--- src/rtl/uart_song_loader.sv ---
// uart_song_loader: receives a song image over an 8N1 UART as 16-bit words
// (high byte first), writes them to consecutive SRAM addresses from 0, and
// releases the music CPU once the end instruction (bits [15:12] == 0) is stored.
// Optional build macro LOADER_CHECKSUM_EN adds a trailing 16-bit checksum check
// and the CKSUM_ERR output.
module uart_song_loader #(
   parameter int CLKS_PER_BIT = 434,
   parameter int ADDR_W       = 18
) (
   input  logic              CLK,
   input  logic              RST_N,
   input  logic              UART_RX,
   output logic              SRAM_WE,
   output logic              SRAM_CE,
   output logic              SRAM_OE,
   output logic              SRAM_LB,
   output logic              SRAM_UB,
   output logic [ADDR_W-1:0] SRAM_A,
   output logic [15:0]       SRAM_DQ_OUT,
   output logic              SRAM_DQ_OE,
   output logic              CPU_RUN,
   output logic [ADDR_W-1:0] WORD_COUNT,
`ifdef LOADER_CHECKSUM_EN
   output logic              CKSUM_ERR,
`endif
   output logic              FRAME_ERR
);

   localparam int CNT_W = (CLKS_PER_BIT > 2) ? $clog2(CLKS_PER_BIT) : 1;
   localparam logic [CNT_W-1:0] FULL_LAST = CNT_W'(CLKS_PER_BIT - 1);
   localparam logic [CNT_W-1:0] HALF_LAST = CNT_W'(CLKS_PER_BIT / 2 - 1);
   localparam logic [ADDR_W-1:0] ADDR_MAX = '1;

   typedef enum logic [1:0] {R_IDLE, R_START, R_DATA, R_STOP} rx_state_t;
   typedef enum logic [2:0] {W_IDLE, W_SETUP, W_PULSE, W_HOLD, W_DONE, W_CK_WAIT, W_CK_FAIL} wr_state_t;

`ifdef LOADER_CHECKSUM_EN
   localparam wr_state_t END_STATE = W_CK_WAIT;
`else
   localparam wr_state_t END_STATE = W_DONE;
`endif

   // The chip is always selected with both byte lanes enabled.
   assign SRAM_CE = 1'b0;
   assign SRAM_LB = 1'b0;
   assign SRAM_UB = 1'b0;

   logic rx_meta_q, rx_sync_q, rx_prev_q;

   rx_state_t        rx_state_q, rx_state_d;
   logic [CNT_W-1:0] clk_cnt_q, clk_cnt_d;
   logic [2:0]       bit_cnt_q, bit_cnt_d;
   logic [7:0]       shift_q, shift_d;
   logic             byte_valid, stop_err;

   logic             phase_q, phase_d;
   logic [7:0]       hi_byte_q, hi_byte_d;
   logic [15:0]      word_q, word_d;
   logic             word_ready_q, word_ready_d;
   logic             frame_err_q, frame_err_d;
   logic             accepting;

   wr_state_t        wr_state_q, wr_state_d;
   logic [ADDR_W-1:0] addr_q, addr_d;
   logic [ADDR_W-1:0] count_q, count_d;
   logic [15:0]      dq_out_q, dq_out_d;
   logic             we_q, oe_q, dq_oe_q, cpu_run_q;
`ifdef LOADER_CHECKSUM_EN
   logic [15:0]      sum_q, sum_d;
   logic             cksum_err_q;
`endif

   // Two-flop synchronizer plus a delayed copy for start-bit edge detection.
   always_ff @(posedge CLK or negedge RST_N) begin
      if (!RST_N) begin
         rx_meta_q <= 1'b1;
         rx_sync_q <= 1'b1;
         rx_prev_q <= 1'b1;
      end else begin
         rx_meta_q <= UART_RX;
         rx_sync_q <= rx_meta_q;
         rx_prev_q <= rx_sync_q;
      end
   end

   // Receiver: find the start bit, sample mid-bit, shift in LSB first, check stop.
   always_comb begin
      rx_state_d = rx_state_q;
      clk_cnt_d  = clk_cnt_q;
      bit_cnt_d  = bit_cnt_q;
      shift_d    = shift_q;
      byte_valid = 1'b0;
      stop_err   = 1'b0;
      case (rx_state_q)
         R_IDLE: begin
            clk_cnt_d = '0;
            if (rx_prev_q && !rx_sync_q) begin
               rx_state_d = R_START;
               bit_cnt_d  = '0;
            end
         end
         R_START: begin
            if (clk_cnt_q == HALF_LAST) begin
               clk_cnt_d  = '0;
               rx_state_d = rx_sync_q ? R_IDLE : R_DATA;
            end else begin
               clk_cnt_d = clk_cnt_q + 1'b1;
            end
         end
         R_DATA: begin
            if (clk_cnt_q == FULL_LAST) begin
               clk_cnt_d = '0;
               shift_d   = {rx_sync_q, shift_q[7:1]};
               if (bit_cnt_q == 3'd7) begin
                  rx_state_d = R_STOP;
               end else begin
                  bit_cnt_d = bit_cnt_q + 1'b1;
               end
            end else begin
               clk_cnt_d = clk_cnt_q + 1'b1;
            end
         end
         R_STOP: begin
            if (clk_cnt_q == FULL_LAST) begin
               clk_cnt_d  = '0;
               rx_state_d = R_IDLE;
               if (rx_sync_q) begin
                  byte_valid = 1'b1;
               end else begin
                  stop_err = 1'b1;
               end
            end else begin
               clk_cnt_d = clk_cnt_q + 1'b1;
            end
         end
         default: rx_state_d = R_IDLE;
      endcase
   end

   // Word assembly; once the loader has finished, received bytes and framing errors are ignored.
   always_comb begin
      accepting    = (wr_state_q != W_DONE) && (wr_state_q != W_CK_FAIL);
      phase_d      = phase_q;
      hi_byte_d    = hi_byte_q;
      word_d       = word_q;
      word_ready_d = 1'b0;
      frame_err_d  = frame_err_q;
      if (accepting) begin
         if (stop_err) begin
            frame_err_d = 1'b1;
         end
         if (byte_valid) begin
            if (!phase_q) begin
               hi_byte_d = shift_q;
               phase_d   = 1'b1;
            end else begin
               word_d       = {hi_byte_q, shift_q};
               word_ready_d = 1'b1;
               phase_d      = 1'b0;
            end
         end
      end
   end

   // Write sequencer: setup, WE pulse, hold, then advance address or finish.
   always_comb begin
      wr_state_d = wr_state_q;
      addr_d     = addr_q;
      count_d    = count_q;
      dq_out_d   = dq_out_q;
`ifdef LOADER_CHECKSUM_EN
      sum_d      = sum_q;
`endif
      case (wr_state_q)
         W_IDLE: begin
            if (word_ready_q) begin
               dq_out_d   = word_q;
               wr_state_d = W_SETUP;
            end
         end
         W_SETUP: wr_state_d = W_PULSE;
         W_PULSE: wr_state_d = W_HOLD;
         W_HOLD: begin
            // The count saturates when every address has been written, since that total does not fit.
            count_d = (count_q == ADDR_MAX) ? count_q : count_q + 1'b1;
`ifdef LOADER_CHECKSUM_EN
            sum_d   = sum_q + dq_out_q;
`endif
            if (addr_q != ADDR_MAX) begin
               addr_d = addr_q + 1'b1;
            end
            if ((dq_out_q[15:12] == 4'b0000) || (addr_q == ADDR_MAX)) begin
               wr_state_d = END_STATE;
            end else begin
               wr_state_d = W_IDLE;
            end
         end
`ifdef LOADER_CHECKSUM_EN
         W_CK_WAIT: begin
            if (word_ready_q) begin
               wr_state_d = (word_q == sum_q) ? W_DONE : W_CK_FAIL;
            end
         end
`endif
         default: wr_state_d = wr_state_q;
      endcase
   end

   // State and registered outputs, all cleared asynchronously so a reset mid-write releases the bus at once.
   always_ff @(posedge CLK or negedge RST_N) begin
      if (!RST_N) begin
         rx_state_q   <= R_IDLE;
         clk_cnt_q    <= '0;
         bit_cnt_q    <= '0;
         shift_q      <= '0;
         phase_q      <= 1'b0;
         hi_byte_q    <= '0;
         word_q       <= '0;
         word_ready_q <= 1'b0;
         frame_err_q  <= 1'b0;
         wr_state_q   <= W_IDLE;
         addr_q       <= '0;
         count_q      <= '0;
         dq_out_q     <= '0;
         we_q         <= 1'b1;
         oe_q         <= 1'b1;
         dq_oe_q      <= 1'b0;
         cpu_run_q    <= 1'b0;
`ifdef LOADER_CHECKSUM_EN
         sum_q        <= '0;
         cksum_err_q  <= 1'b0;
`endif
      end else begin
         rx_state_q   <= rx_state_d;
         clk_cnt_q    <= clk_cnt_d;
         bit_cnt_q    <= bit_cnt_d;
         shift_q      <= shift_d;
         phase_q      <= phase_d;
         hi_byte_q    <= hi_byte_d;
         word_q       <= word_d;
         word_ready_q <= word_ready_d;
         frame_err_q  <= frame_err_d;
         wr_state_q   <= wr_state_d;
         addr_q       <= addr_d;
         count_q      <= count_d;
         dq_out_q     <= dq_out_d;
         we_q         <= (wr_state_d != W_PULSE);
         oe_q         <= (wr_state_d != W_DONE);
         dq_oe_q      <= (wr_state_d == W_SETUP) || (wr_state_d == W_PULSE) || (wr_state_d == W_HOLD);
         cpu_run_q    <= (wr_state_d == W_DONE);
`ifdef LOADER_CHECKSUM_EN
         sum_q        <= sum_d;
         cksum_err_q  <= (wr_state_d == W_CK_FAIL);
`endif
      end
   end

   assign SRAM_WE     = we_q;
   assign SRAM_OE     = oe_q;
   assign SRAM_A      = addr_q;
   assign SRAM_DQ_OUT = dq_out_q;
   assign SRAM_DQ_OE  = dq_oe_q;
   assign CPU_RUN     = cpu_run_q;
   assign WORD_COUNT  = count_q;
   assign FRAME_ERR   = frame_err_q;
`ifdef LOADER_CHECKSUM_EN
   assign CKSUM_ERR   = cksum_err_q;
`endif

endmodule

--- config.mk ---
export PLATFORM = sky130hd
export DESIGN_NAME = uart_song_loader
export DESIGN_NICKNAME = d
export VERILOG_FILES = /design/src/rtl/uart_song_loader.sv
export SDC_FILE = /design/constraint.sdc
export NUM_CORES = 1
export LEC_CHECK = 0
export ABC_CLOCK_PERIOD_IN_PS = 2400
export BUFFER_PORTS_ARGS = -buffer_cell sky130_fd_sc_hd__buf_4
export CORE_ASPECT_RATIO = 0.6
export CORE_MARGIN = 4
export CORE_UTILIZATION = 57
export CTS_BUF_LIST = sky130_fd_sc_hd__clkbuf_4 sky130_fd_sc_hd__clkbuf_8 sky130_fd_sc_hd__clkbuf_16
export DETAILED_ROUTE_END_ITERATION = 8
export PLACE_DENSITY = 0.79
export SYNTH_ARGS = -nofsm -noshare
export SYNTH_HDL_FRONTEND = slang
export SYNTH_SLANG_ARGS = --single-unit
--- constraint.sdc ---
create_clock -name CLK -period 2.4 [get_ports CLK]
set_input_delay 0.48 -clock CLK [delete_from_list [all_inputs] [get_ports CLK]]
set_output_delay 0.48 -clock CLK [all_outputs]
set_load 0.01 [all_outputs]
==> results.tsv <==
stage	metric	value	unit
yosys	yosys_warnings	0	
timing	period_minus_slack	2.06	ns
place	gp_congestion	0.787	
yosys	synthesis.instances	368	
clocking	clk_latency	0.34	ns
worst_setup_path	crit_chain	inv_1 -> ha_1 -> nand4b_1 -> nor2_4 -> and3_4 -> nor2b_1 -> buf_4 -> mux2_2	
global_routing	grt_pass1_vias	2906	
yosys	synth_seq_cells	111	
clocking	cts_sinks	111	
worst_setup_path	critPathMaxStageDelay	0.39	ns
worst_setup_path	critPathKind	flop to flop	
yosys	synth_area	0.00482	mm²
floorplanning	boundaryPins	63	
detailed_routing	wl_per_cell	15.9	µm
hold_path	hp-class	primary input to async pin	
pwr	vdd_drop_max	0.415	mV
yosys	ys_types	54	
detailed_routing	via_per_inst	5.39	
layout	layout-drive-gt1-share	35.5	%
worst_setup_path	crit_arrival	2.28	ns
timing	post-route-period-util	85.7	%
clocking	cts_hold_buf	0	
global_routing	grt_max_degree	44	
layout	area_growth	18.1	%
clocking	cts_max_level	3	
timing	fin_skew	0.00662	ns
place	place_hpwl	6010	µm
global_routing	grt_use_total	19.3	%
clocking	post_cts_buffers	0	
clocking	cts_resized	0	
global_routing	grt_use_met2	29.3	%
detailed_routing	ant_nets	0	
floorplanning	die_w	127	µm
yosys	synth_edf_count	0	
clocking	path_clk_slew	0.07	ns
yosys	netlist_top_cells_count	106 x dfrtp_1, 41 x mux2_2, 28 x xnor2_1, 24 x nand2_1, 21 x nor2_1	
worst_setup_path	start_kind	flop	
yosys	synth.most_common_cell	dfrtp_1	
run_status	status	finished, final reports clean	
place	dp_slack	0.412	ns
yosys	synth_top_cell_by_area	dfrtp_1	
yosys	ys.flop_type	dfrtp_1	
detailed_routing	dr.pass1.iters	4	
timing	tightest_slew	0.572	ns
worst_setup_path	cp_max_fo	8	
floorplanning	coreArea	0.00804	mm²
worst_setup_path	crit_path_end_kind	flop	
yosys	seq_area_frac_synth	57.8	%
clocking	ctsLongestPathBuffers	2	
detailed_routing	wirelength	8730	µm
global_routing	grt.busiest_layer	met2	
worst_setup_path	cp_slowest_cell	dfrtp_1	
global_routing	gr-total-overflow	0	
yosys	async_reset_ff_share	100	%
yosys	avgSynthCellArea	13.1	µm²
timing	layout_setup_ws	0.343	ns
yosys	yosys-top-cells-area	dfrtp_1 55%, mux2_2 9.6%, xnor2_1 5.1%	
place	port_buffers	59	
pwr	power_density	616	mW/mm²
global_routing	use_met3	5.04	%
floorplanning	start_util	59.9	%
clocking	cts_tree	built	
layout	final_util	70.8	%
layout	nets	445	
detailed_routing	vias	2954	
global_routing	grt_pass1_wl	15400	µm
timing	rsz0062_at_grt	no	
clocking	cts_root_buf	clkbuf_16	
timing	setup_violations	0	
timing	slew_headroom	61.8	%
timing	finalHoldViolCount	0	
clocking	cts_buffers	9	
detailed_routing	drt_iter0_drc	189	
floorplanning	design.die.area	0.0100	mm²
worst_setup_path	critPathRequiredTime	2.62	ns
timing	fin_tns_setup	0	ns
timing	worst_hold_slack	0.126	ns
detailed_routing	route.detailed.drc	0	
timing	max_freq	0.486	GHz
layout	antenna_cells	0	
floorplanning	die_h	79.2	µm
floorplanning	num_rows	25	
global_routing	use_met1	27.8	%
timing	slew_violations	0	
global_routing	antenna_found_initial	0	
pwr	p_leak	2.85	nW
job	max-cap-violations	0	
yosys	synth_top_area_share	55.1	%
==> area by class of cell <==
class	instances	area (µm²)
Clock buffer	15	283
Clock inverter	1	30.0
Fill cell	546	2350
Inverter	9	33.8
Multi-Input combinational cell	240	1930
Sequential cell	111	2780
Tap cell	108	135
Timing Repair Buffer	64	493
==> sequential cells by signal, summed over array words and instances, names as in the netlist, 3 cells and up, named ones only <==
register	flops
shift_q	8
wr_state_q	3
hi_byte_q	8
SRAM_A	18
bit_cnt_q	3
WORD_COUNT	18
SRAM_DQ_OUT	16
clk_cnt_q	9
word_q	16
==> layer usage <==
metal / share of wire (%) / wire (µm)
met5: 0 / 0
met4: 1.4 / 119
met3: 5.6 / 488
met2: 45 / 3900
met1: 48 / 4230
==> final timing paths <==
kind / start / endpoint / slack (ns) / cells past startpoint
min in group CLK: UART_RX / rx_meta_q / 0.25 / 1
worst min register to register: rx_meta_q / rx_sync_q / 0.36 / 0
worst min-delay path: RST_N / SRAM_A[0] / 0.13 / 1
max in group asynchronous: RST_N / SRAM_WE / 1.60 / 2
worst max register to register: clk_cnt_q[1] / hi_byte_q[4] / 0.34 / 8
worst max-delay path: clk_cnt_q[1] / hi_byte_q[4] / 0.34 / 8
==> kinds of logic (layout without fill, tap and decap cells) <==
| logic type | count (synthesis) | in the layout | share of synthesized area, % |
|---|---|---|---|
| other | 1 | 3 | 0.0779 |
| xor gates and xnor gates | 40 | 40 | 7.27 |
| muxes | 52 | 52 | 12.8 |
| DFF | 111 | 111 | 57.8 |
| adders and majority gates | 7 | 7 | 1.82 |
| buffers and inverters | 19 | 89 | 2.26 |
| AOI/OAI and AO/OA | 21 | 21 | 3.04 |
| and+or+nand+nor | 117 | 117 | 14.9 |
==> metrics by stage <==
step                      instances  power, mW  area (µm²)
final                           548       3.50        5690
after global routing            548       3.64        5690
after CTS                       548       3.53        5690
after detailed placement        532       2.00        5380
after global placement          532       1.99        5380
after floorplan                 370       1.95        4820
==> layout by cell type (no fill, tap or decap), types with 3 or more instances in the layout <==
cell,n
dfrtp_1,106
buf_4,63
mux2_2,41
xnor2_1,28
nand2_1,24
nor2_1,21
nand3_1,17
xor2_1,12
nand4_1,11
inv_1,9
mux2_4,9
clkbuf_16,9
ha_1,7
o21ai_0,6
and3_1,6
dfstp_2,5
a21oi_1,5
nor3_1,4
clkbuf_4,4
nor2b_1,3
and4_1,3
nor2_2,3
conb_1,3
==> critical path: cells and delay by family (launching register included) <==
kind,cells,cell delay (ns)
DFF,1,0.39
muxes,1,0.35
buffers and inverters,2,0.27
and+or+nand+nor,4,0.79
adders and majority gates,1,0.14
==> where the power goes <==
group / switching (mW) / internal, mW
sequential: 0.00815 / 1.88
combinational: 0.0545 / 0.0175
clock: 0.628 / 0.914
total: 0.691 / 2.81
No activity file was read; power rests on OpenSTA's default activity.
